`config.mk`:
```
export PLATFORM = sky130hd
export DESIGN_NAME = mod5_serial_tx
export DESIGN_NICKNAME = d
export VERILOG_FILES = /design/src/rtl/mod5_pkg.sv /design/src/rtl/mod5_residue.sv /design/src/rtl/mod5_serial_tx.sv
export SDC_FILE = /design/constraint.sdc
export NUM_CORES = 1
export LEC_CHECK = 0
export CAP_MARGIN = 15
export CORE_MARGIN = 2
export CORE_UTILIZATION = 42
export CTS_CLUSTER_SIZE = 25
export DETAILED_ROUTE_END_ITERATION = 8
export PLACE_DENSITY = 0.73
export SLEW_MARGIN = 10
export SYNTH_ARGS = -nofsm -noshare
export SYNTH_HDL_FRONTEND = slang
export SYNTH_HIERARCHICAL = 1
export SYNTH_SLANG_ARGS = --single-unit
export TNS_END_PERCENT = 5
```
`constraint.sdc`:
```
create_clock -name clk -period 1.5 [get_ports clk]
set_input_delay 0.225 -clock clk [delete_from_list [all_inputs] [get_ports clk]]
set_output_delay 0.225 -clock clk [all_outputs]
set_load 0.05 [all_outputs]
```
`src/rtl/mod5_pkg.sv`:
```
// Shared definitions for the mod-5 serial source and the div_by_5 checker:
// FSM state encoding, residue width and the residue transition table.
package mod5_pkg;

   localparam int RES_W = 3;

   typedef enum logic [1:0] {
      IDLE  = 2'd0,
      SHIFT = 2'd1,
      PAD   = 2'd2
   } tx_state_e;

   // (2r + b) mod 5 as an explicit table; out-of-range residues collapse to 0.
   function automatic logic [RES_W-1:0] mod5_next(input logic [RES_W-1:0] r, input logic b);
      logic [RES_W-1:0] nxt;
      case (r)
         3'd0:    nxt = b ? 3'd1 : 3'd0;
         3'd1:    nxt = b ? 3'd3 : 3'd2;
         3'd2:    nxt = b ? 3'd0 : 3'd4;
         3'd3:    nxt = b ? 3'd2 : 3'd1;
         3'd4:    nxt = b ? 3'd4 : 3'd3;
         default: nxt = 3'd0;
      endcase
      return nxt;
   endfunction

   function automatic logic [RES_W-1:0] mod5_pad(input logic [RES_W-1:0] r);
      return mod5_next(r, 1'b0);
   endfunction

endpackage

```
`src/rtl/mod5_residue.sv`:
```
// Running mod-5 residue register: clear restarts at 0, enable folds in one bit.
module mod5_residue
   import mod5_pkg::*;
(
   input  logic             clk,
   input  logic             rstn,
   input  logic             clr,
   input  logic             en,
   input  logic             bit_in,
   output logic [RES_W-1:0] residue
);

   always_ff @(posedge clk or negedge rstn) begin
      if (!rstn) begin
         residue <= '0;
      end else if (clr) begin
         residue <= '0;
      end else if (en) begin
         residue <= mod5_next(residue, bit_in);
      end
   end

endmodule

```
`src/rtl/mod5_serial_tx.sv`:
```
// MSB-first serial word source with running mod-5 residue.
// Define MOD5_PAD_EN to append 3 pad bits that make every stream a multiple of 5.
module mod5_serial_tx
   import mod5_pkg::*;
#(
   parameter int WIDTH = 8
) (
   input  logic             clk,
   input  logic             rstn,
   input  logic             s_valid,
   output logic             s_ready,
   input  logic [WIDTH-1:0] s_data,
   input  logic             en,
   output logic             dout,
   output logic             dout_valid,
   output logic             last,
   output logic [RES_W-1:0] residue,
   output logic             done
);

   // Counter must also hold the pad index 2 for very narrow words.
   localparam int CNT_W = (WIDTH > 4) ? $clog2(WIDTH) : 2;

   tx_state_e        state, state_nxt;
   logic [CNT_W-1:0] cnt, cnt_nxt;
   logic [WIDTH-1:0] sreg;
   logic             done_q, done_nxt;
   logic             accept;
   logic             step;
`ifdef MOD5_PAD_EN
   logic [2:0]       padsr;
   logic             pad_load;
`endif

   always_comb begin
      state_nxt  = state;
      cnt_nxt    = cnt;
      done_nxt   = 1'b0;
      accept     = 1'b0;
      step       = 1'b0;
      s_ready    = 1'b0;
      dout       = 1'b0;
      dout_valid = 1'b0;
      last       = 1'b0;
`ifdef MOD5_PAD_EN
      pad_load   = 1'b0;
`endif
      case (state)
         IDLE: begin
            s_ready = 1'b1;
            if (s_valid) begin
               accept    = 1'b1;
               state_nxt = SHIFT;
               cnt_nxt   = CNT_W'(WIDTH - 1);
            end
         end
         SHIFT: begin
            dout       = sreg[WIDTH-1];
            dout_valid = 1'b1;
`ifndef MOD5_PAD_EN
            last       = (cnt == '0);
`endif
            if (en) begin
               step = 1'b1;
               if (cnt == '0) begin
`ifdef MOD5_PAD_EN
                  state_nxt = PAD;
                  cnt_nxt   = CNT_W'(2);
                  pad_load  = 1'b1;
`else
                  state_nxt = IDLE;
                  done_nxt  = 1'b1;
`endif
               end else begin
                  cnt_nxt = cnt - CNT_W'(1);
               end
            end
         end
`ifdef MOD5_PAD_EN
         PAD: begin
            dout       = padsr[2];
            dout_valid = 1'b1;
            last       = (cnt == '0);
            if (en) begin
               step = 1'b1;
               if (cnt == '0) begin
                  state_nxt = IDLE;
                  done_nxt  = 1'b1;
               end else begin
                  cnt_nxt = cnt - CNT_W'(1);
               end
            end
         end
`endif
         default: state_nxt = IDLE;
      endcase
   end

   always_ff @(posedge clk or negedge rstn) begin
      if (!rstn) begin
         state  <= IDLE;
         cnt    <= '0;
         done_q <= 1'b0;
      end else begin
         state  <= state_nxt;
         cnt    <= cnt_nxt;
         done_q <= done_nxt;
      end
   end

   // Datapath registers carry no reset; outputs are gated by state.
   always_ff @(posedge clk) begin
      if (accept) begin
         sreg <= s_data;
      end else if (step && state == SHIFT) begin
         sreg <= {sreg[WIDTH-2:0], 1'b0};
      end
   end

`ifdef MOD5_PAD_EN
   // Pad value derives from the residue including the final data bit.
   always_ff @(posedge clk) begin
      if (pad_load) begin
         padsr <= mod5_pad(mod5_next(residue, dout));
      end else if (step && state == PAD) begin
         padsr <= {padsr[1:0], 1'b0};
      end
   end
`endif

   mod5_residue u_residue (
      .clk     (clk),
      .rstn    (rstn),
      .clr     (accept),
      .en      (step),
      .bit_in  (dout),
      .residue (residue)
   );

   assign done = done_q;

endmodule

```
==> key figures, run 1 <==
Global routing
  • Largest net degree at the start of global routing: 10
  • First-pass GRT wire length: ~2600 um
  • Met2 Usage GRT: 28.6%
  • GRT Total Usage: 16.8%
  • Gr ovfl total: 0
  • Grt met1 use: approximately a fifth
  • Initial antenna violation count: 0
  • GR peak layer: met2
  • Vias in the first global route: about 620
  • Met3 usage: under 10%

Cells and area
  • # nets final: ~130
  • Share of cells above drive strength 1: about a third
  • Final core occ: around 70%
  • # diodes: 0
  • Most frequent cells in the layout: nand2_1, buf_4, clkdlybuf4s50_1
  • Area Growth Syn to Fin: 53.9%
  • Post-route cell area: 0.00123 mm^2
  • Commonest non-fill, non-tap cell in the layout: nand2_1
  • Post-Layout Cell Count: roughly 140

Clocking
  • CTS tree: done
  • # clock sinks: 16
  • TritonCTS buffer count: 3
  • Worst-skew pair later-pin latency: around 280 ps
  • H-tree depth: 1
  • Clock Tree Buf Depth: 2
  • Hold-fix buffers, CTS: 0
  • Clock edge transition at the registers on the reported setup and hold paths: 90 ps
  • Clock root cell: clkbuf_4

Setup path
  • Critical-path top delay cell: dfrtp_2
  • Worst Setup End Kind: flop
  • R2r setup slk: around 18 ps
  • Crit path depth: 6
  • Crit start category: flop
  • Number of cells on the worst reg-to-reg path: 6
  • Delay-heaviest family, CP: buffers and inverters
  • Reg-to-Reg Start: state[0]
  • Worst path most repeated cell: buf_4
  • Worst Path Class, Setup: flop to flop
  • Critical Path RT: 1710 ps
  • Buffers and inverters on the worst path: 3
  • R2r endpoint: cnt[0]
  • Cell Chain, Critical Path: buf_4 > and3b_2 > buf_4 > buf_4 > a21o_1 > o21ai_2
  • Worst-path maximum fanout: 7
  • Arr. time, crit path: between 1500 and 2000 ps
  • Worst path max stage delay: 420 ps

Timing
  • # setup viols final: 0
  • Max Clock Skew: around 10 ps
  • Hold WS: roughly 220 ps
  • Endpoints failing hold: 0
  • Slew @ Worst Pin: 399 ps
  • Tmin final: 1480 ps
  • Max-Slew Margin vs Limit: about three quarters
  • RSZ-0062 raised after global routing: true
  • Final TNS setup: 0 ps
  • Fmax: roughly 670 MHz
  • Tcrit/Tclk final: a little over nine tenths
  • Fin. max-slew vios: 0
  • Final Worst Setup Slack: about 18 ps

Placement
  • Placed instance area: 0.00116 mm^2
  • I/O Buffers: 19
  • RePlAce Congestion: ~0.73
  • Cells after DPL: between 100 and 150
  • Setup WS pre-CTS: ~17 ps
  • Detailed Place HPWL: 1260 um

Detailed routing
  • Via density: ~5.0
  • Antenna Violating Nets Remaining: 0
  • Wire length per cell: about 12 um
  • Routed WL: 1710 um
  • Vias: approximately 690
  • 1st-pass router iterations: 4
  • Initial DRC Count: 14
  • DRC viols: 0

Synth
  • Yosys top cell by area: edfxtp_1
  • Seq/Total Area, Yosys: between 50 and 60%
  • Area share of the largest cell type after synthesis: a little under a third
  • Yosys warnings: 6
  • Number of synthesized register bits: 16
  • Syn Area/Cell: 10.0 um^2
  • Largest cells by area after synthesis: edfxtp_1, dfrtp_1, nand2_1
  • Synth Cell Area: approximately 800 um^2
  • Synth cell types: 27
  • Cells after Synth: 80
  • Syn_nets: 94

Floorplan
  • Die width: 47.7 um
  • # rows: 15
  • IO Count: 20
  • Die area: between 0.002 and 0.0025 mm^2
  • Starting Density: around 45%
  • Chip Height: 47.7 um
  • Core outline area: about 0.0018 mm^2

Outcome
  • Status: finished clean

Power
  • Total power: ~2.4 mW
  • Max VDD drop: 1.19 mV
  • Pwr Density: ~2000 mW/mm^2
  • Leak: between 0.5 and 0.6 nW

Flow run
  • Max-Cap Viols: 0

Hold path
  • Hold crit path type: primary input to asynchronous set/reset pin
## report_power, final
part           internal [mW]  total (mW)  switching [mW]  leakage [nW]
Sequential             0.666       0.802           0.136         0.175
Clock                  0.103       0.232           0.129        0.0150
Combinational          0.706        1.40           0.697         0.375
## how the worst max path moves through the flow
stage,slack (ps),to,from
global placement,40,u_residue/residue[2],en
CTS,8,last,cnt[0]
finish,20,cnt[0],state[0]
global route,-30,cnt[1],state[0]
floorplan,-110,u_residue/residue[2],state[0]
detailed placement,20,u_residue/residue[2],en
## area by class of cell
type,count,area (um^2)
well taps,25,31.3
multi-input cells,56,343
fillers,148,532
flip-flops and latches,16,442
inverters,6,22.5
clock buffers,4,26.3
repair buffers,32,368
## Yosys cell counts
master and count:
dfrtp_1 8, mux2_2 1, nand2b_1 2, inv_2 1, nor2_1 7, o41ai_1 1
a31oi_1 1, or4b_1 1, o32a_1 1, a21oi_1 1, buf_6 2, and2_4 1
a21o_1 1, ha_1 2, and2_1 2, a2bb2oi_1 1, and3b_1 1, nor2b_1 1
nand2_1 25, o21ai_0 2, inv_1 5, a32o_1 1, a22oi_2 1, nor4b_1 1
o21ai_1 1, a211oi_1 1, edfxtp_1 8
## flip-flops by register name, summed over array words and instances, names as in the netlist
register	flops
cnt	3
u_residue/residue	3
sreg	8
done	1
state	1
## repair_timing
| item | 4_1_cts | 5_1_grt |
|---|---|---|
| hold endpoints to repair | 0 | 0 |
| endpoints found under the setup margin | 1 | 1 |
| pin swaps | 0 | 1 |
| buffers inserted | 2 | 2 |
| resized for setup | 4 | 3 |
## layer usage
layer  routed length (um)  share of wire, %
met4                   46               2.7
met2                  858                50
met3                   68               4.0
met1                  731                43
met5                    0                 0
## worst register-to-register path, stage by stage (launching register included)
cell and delay (ps):
dfrtp_2 420, buf_4 160, and3b_2 240, buf_4 140, buf_4 140, a21o_1 190
o21ai_2 130
## cell families (layout without fill, tap and decap cells)
family	count (synthesis)	count (layout)	synth area share [%]
multiplexers	1	1	1.41
flip-flops	16	16	55.0
adder cells (fa/ha/maj)	2	2	3.12
AO/OA/AOI/OAI	12	12	11.4
AND/OR/NAND/NOR	41	41	23.4
buffers and inverters	8	42	5.62
No activity file was read; power rests on OpenSTA's default activity.
==> run 2, diff against run 1 <==
--- a/config.mk
+++ b/config.mk
@@ -7,10 +7,11 @@
 export LEC_CHECK = 0
 export CAP_MARGIN = 15
 export CORE_MARGIN = 2
-export CORE_UTILIZATION = 42
+export CORE_UTILIZATION = 53
 export CTS_CLUSTER_SIZE = 25
 export DETAILED_ROUTE_END_ITERATION = 8
-export PLACE_DENSITY = 0.73
+export DONT_BUFFER_PORTS = 1
+export PLACE_DENSITY = 0.71
 export SLEW_MARGIN = 10
 export SYNTH_ARGS = -nofsm -noshare
 export SYNTH_HDL_FRONTEND = slang
==> run 2 against run 1 <==
- the flow now finishes with violations (negative setup slack)
- sequential share of layout area up 9.6 points
- clock power barely moved
- flip-flop and latch count did not move
- global-route usage is 2.8 points higher
- core utilization decreased by 3.0 points
- combinational power decreased by 22%
- critical path depth fell by 2
- final cell count shrank 19%
- first-iteration DRC count fell by 43%
- die area is 19% lower
- maximum frequency decreased by 1.4%
- setup slack worse by 22 ps
==> key figures, run 2 (synthesized netlist as in run 1, its figures left out) <==
Outcome
  • Status: finished, violations left
  • Failing checks: negative setup slack

Cells and area
  • Post-Layout Cell Count: between 100 and 150
  • Multi-input gate area: around 340 um^2
  • Most frequent cells in the layout: nand2_1, buf_4, edfxtp_1
  • Fillers: 123
  • Largest Register: sreg
  • FF+latch area: 442 um^2
  • Share of cells above drive strength 1: between 20% and 30%
  • # nets final: roughly 110
  • Max reg flops: 8
  • Post-route cell area: about 970 um^2
  • Area Growth Syn to Fin: 21.4%
  • Regs by FF count: sreg: 8 flops, cnt: 3 flops, u_residue/residue: 3 flops
  • Commonest non-fill, non-tap cell in the layout: nand2_1
  • # diodes: 0

Setup path
  • Buffers and inverters on the worst path: 2
  • Worst Setup End Kind: primary output
  • Critical-path top delay cell: dfrtp_1
  • Critical Path RT: 1270 ps
  • Worst path max stage delay: about 390 ps
  • Worst Path Class, Setup: flop to primary output
  • Worst-path maximum fanout: 3
  • Cell Chain, Critical Path: inv_2 > ha_4 > and3b_2 > buf_8
  • Crit start category: flop
  • Arr. time, crit path: about 1300 ps
  • Reg-to-Reg Start: state[0]
  • Crit. Startpoint: cnt[0]
  • Delay-heaviest family, CP: flip-flops

Detailed routing
  • Antenna Violating Nets Remaining: 0
  • Wire length per cell: ~14 um
  • Vias: between 600 and 700
  • Via density: 5.46
  • Routed WL: 1550 um
  • 1st-pass router iterations: 4
  • Initial DRC Count: 8
  • DRC viols: 0

Placement
  • Cells after DPL: 102
  • Detailed Place HPWL: 972 um
  • Placed instance area: slightly below 900 um^2
  • RePlAce Congestion: 0.718
  • Setup WS pre-CTS: a little under 100 ps
  • I/O Buffers: 0

Global routing
  • Largest net degree at the start of global routing: 13
  • Vias in the first global route: around 590
  • Gr ovfl total: 0
  • First-pass GRT wire length: ~2600 um
  • Initial antenna violation count: 0
  • GRT Total Usage: about a fifth

Hold path
  • Hold crit path type: primary input to flop
  • Hold Crit Start: s_valid

Floorplan
  • Die width: ~43 um
  • Starting Density: a little under three fifths
  • # rows: 14
  • IO Count: 20
  • Chip Height: roughly 43 um
  • Core outline area: 0.00145 mm^2
  • Die area: 0.00184 mm^2

Clocking
  • CTS tree: done
  • H-tree depth: 1
  • Clock root cell: clkbuf_4
  • Clock edge transition at the registers on the reported setup and hold paths: roughly 90 ps
  • Clock Tree Buf Depth: 2
  • # clock sinks: 16
  • Worst-skew pair later-pin latency: 290 ps
  • TritonCTS buffer count: 3

Timing
  • # setup viols final: 1
  • Tcrit/Tclk final: 100%
  • Tmin final: between 1500 and 2000 ps
  • Endpoints failing hold: 0
  • Fin. max-slew vios: 0
  • Hold WS: ~84 ps
  • Max-Slew Margin vs Limit: a little over two thirds
  • RSZ-0062 raised after global routing: true
  • Fmax: approximately 660 MHz
  • Final Worst Setup Slack: -3.95 ps
  • Slew @ Worst Pin: around 440 ps
  • Max Clock Skew: ~5.3 ps

Flow run
  • Max-Cap Viols: 0

Power
  • Leak: between 0.4 and 0.5 nW
  • Max VDD drop: roughly 1.4 mV
  • Pwr Density: between 2000 and 2500 mW/mm^2
==> run 2: changes by cell type in the layout (fill, tap and decap cells not counted), sizes merged <==
cell	delta
buf	-8
clkbuf	-1
clkdlybuf4s50	-11
clkinv	+1
dlygate4sd3	+1
==> run 2: where the power goes <==
group	switching, mW	internal, mW	total (mW)
Clock	0.135	0.0967	0.232
Combinational	0.624	0.467	1.09
Sequential	0.139	0.666	0.805
Total	0.898	1.23	2.13
==> run 2: routing by layer <==
metal | track usage (%) | wire [um] | share of wire (%)
met1 | 25.6 | 672 | 43
met2 | 27.9 | 742 | 48
met3 | 4.26 | 94 | 6.1
met4 | 15.6 | 42 | 2.7
met5 | 0 | 0 | 0
==> run 2: cell type report <==
type	count	area share (%)
clock inverter	1	0.386
sequential	16	45.4
timing repair buffer	14	12.6
clock buffer	3	2.32
multi-input combinational	56	34.9
inverter	6	2.32
tap	16	2.06
==> run 2: final timing paths <==
path	endpoint	slack, ps	cells past startpoint
min	state[0]	80	2
max reg2reg	u_residue/residue[2]	60	4
max	last	-4	4
min in group asynchronous	u_residue/residue[1]	280	1
min reg2reg	cnt[2]	510	1
max in group asynchronous	state[0]	920	1
==> run 2: per-stage QoR <==
stage	total power, mW	setup TNS (ps)	utilization, %
floorplan	1.53	-135	-
global placement	1.71	0	59.8
detailed placement	1.73	0	59.8
CTS	2.11	-2.84	66.4
global route	2.28	-57.0	66.9
finish	2.13	-3.95	66.9
==> run 2: worst register-to-register path, cell delays in order (launching register included) <==
cell and delay (ps):
dfrtp_2 440, and2_4 180, nand2b_4 140, or4b_1 470, a21oi_1 140
==> run 2: repair_timing <==
action	4_1_cts	5_1_grt
endpoints found under the setup margin	1	2
hold endpoints to repair	8	0
pin swaps	2	0
resized for setup	9	1
hold buffers	1	0
buffers inserted	4	1
==> run 3, diff against run 2 <==
--- a/config.mk
+++ b/config.mk
@@ -11,7 +11,7 @@
 export CTS_CLUSTER_SIZE = 25
 export DETAILED_ROUTE_END_ITERATION = 8
 export DONT_BUFFER_PORTS = 1
-export PLACE_DENSITY = 0.71
+export PLACE_DENSITY_LB_ADDON = 0.12
 export SLEW_MARGIN = 10
 export SYNTH_ARGS = -nofsm -noshare
 export SYNTH_HDL_FRONTEND = slang
==> run 3 against run 2 <==
- the run still ends with negative setup slack left
- via count rose by 2.1%
- global-route usage fell by 0.74 points
- critical path depth did not move
- clock-buffer cell count did not move
- non-clock buffer count rose by 3
- register-to-register slack barely moved
- clock power barely moved
- critical endpoint unchanged
- highest routed layer unchanged
==> key figures, run 3 (synthesized netlist as in run 1, its figures left out) <==
Outcome
  • Status: finished, violations left
  • Failing checks: negative setup slack

Placement
  • Detailed Place HPWL: ~1000 um
  • RePlAce Congestion: 0.751
  • Setup WS pre-CTS: approximately 110 ps
  • I/O Buffers: 0

Clocking
  • Clock edge transition at the registers on the reported setup and hold paths: 90 ps
  • Clock Tree Buf Depth: 2
  • # clock sinks: 16
  • CTS tree: done
  • TritonCTS buffer count: 3
  • Worst-skew pair later-pin latency: roughly 280 ps
  • Clock root cell: clkbuf_4
  • H-tree depth: 1

Detailed routing
  • Initial DRC Count: 6
  • DRC viols: 0
  • Antenna Violating Nets Remaining: 0
  • 1st-pass router iterations: 4
  • Vias: roughly 630
  • Via density: around 5.4
  • Routed WL: between 1500 and 2000 um
  • Wire length per cell: between 10 and 15 um

Global routing
  • Largest net degree at the start of global routing: 13
  • Vias in the first global route: about 610
  • Initial antenna violation count: 0
  • First-pass GRT wire length: between 2000 and 3000 um
  • Gr ovfl total: 0
  • GRT Total Usage: about a fifth

Power
  • Max VDD drop: 1.50 mV
  • Total power: 2.19 mW
  • Leak: roughly 0.47 nW
  • Pwr Density: around 2200 mW/mm^2

Floorplan
  • Die width: around 43 um
  • IO Count: 20
  • # rows: 14
  • Core outline area: 0.00145 mm^2
  • Chip Height: between 40 and 50 um
  • Starting Density: ~55%
  • Die area: around 0.0018 mm^2

Setup path
  • Critical Path RT: approximately 1300 ps
  • Arr. time, crit path: about 1300 ps
  • Worst Setup End Kind: primary output
  • Worst Path Class, Setup: flop to primary output
  • Worst-path maximum fanout: 3
  • Crit start category: flop

Cells and area
  • Area Growth Syn to Fin: 24.2%
  • Most frequent cells in the layout: nand2_1, buf_4, edfxtp_1
  • # nets final: about 110
  • Final core occ: ~68%
  • # diodes: 0
  • Regs by FF count: sreg: 8 flops, cnt: 3 flops, u_residue/residue: 3 flops
  • Largest Register: sreg
  • Max reg flops: 8
  • Share of cells above drive strength 1: a little under a third
  • Commonest non-fill, non-tap cell in the layout: nand2_1
  • Fillers: 120

Timing
  • Tmin final: between 1500 and 2000 ps
  • Max Clock Skew: roughly 2 ps
  • Final Worst Setup Slack: -22.2 ps
  • Endpoints failing hold: 0
  • Hold WS: 83.3 ps
  • Tcrit/Tclk final: 101%
  • Slew @ Worst Pin: roughly 450 ps
  • Final TNS setup: -22.2 ps
  • RSZ-0062 raised after global routing: true
  • Max-Slew Margin vs Limit: 70.3%
  • Fin. max-slew vios: 0
  • # setup viols final: 1
  • Fmax: ~660 MHz

Flow run
  • Max-Cap Viols: 0

Hold path
  • Hold crit path type: primary input to flop
[run 3: cell types whose count changed in the layout (fill, tap and decap cells not counted), sizes merged]
| cell | delta |
|---|---|
| buf | +3 |
[run 3: routing by layer]
| metal | track usage (%) | up-vias | wire (um) |
|---|---|---|---|
| li1 | - | 309 | - |
| met1 | 25.8 | 297 | 702 |
| met2 | 29.4 | 15 | 790 |
| met3 | 2.98 | 4 | 63 |
| met4 | 8.75 | 0 | 23 |
| met5 | 0 | - | 0 |
[run 3: repair_timing]
| item | in CTS | in global routing |
|---|---|---|
| hold buffers | 1 | 0 |
| endpoints found under the hold margin | 8 | 0 |
| setup buffers | 5 | 3 |
| setup endpoints to repair | 1 | 2 |
| pin swaps | 1 | 1 |
| gates resized for setup | 9 | 0 |
[run 3: worst paths after layout]
path	startpoint	end	slack, ps	depth (start not counted)
max reg2reg	state[0]	u_residue/residue[2]	70	4
min reg2reg	cnt[2]	cnt[2]	510	1
max in group asynchronous	rstn	state[0]	900	1
max	cnt[1]	last	-20	4
min in group asynchronous	rstn	u_residue/residue[1]	290	1
min	s_valid	state[0]	80	2
[run 3: through the flow]
step                std cells  instance area, um^2
floorplan                  80                  812
global placement          102                  870
detailed placement        102                  870
CTS                       112                  972
global route              115                  995
finish                    115                  995
[run 3: layout make-up]
class	instances	area (um^2)	share of cell area, %
Sequential cell	16	442	44.4
Tap cell	16	20.0	2.01
Clock inverter	1	3.75	0.377
Inverter	6	22.5	2.26
Multi-Input combinational cell	56	339	34.1
Timing Repair Buffer	17	145	14.6
Clock buffer	3	22.5	2.26
[run 3: where the power goes]
group	switching, mW	internal, mW
combinational	0.638	0.518
clock	0.135	0.0965
sequential	0.141	0.666
[run 3: worst max-delay path, stage by stage, from the launching register on]
cell     delay [ps]
dfrtp_1         400
inv_2           110
ha_4            140
and3b_2         220
buf_8           150
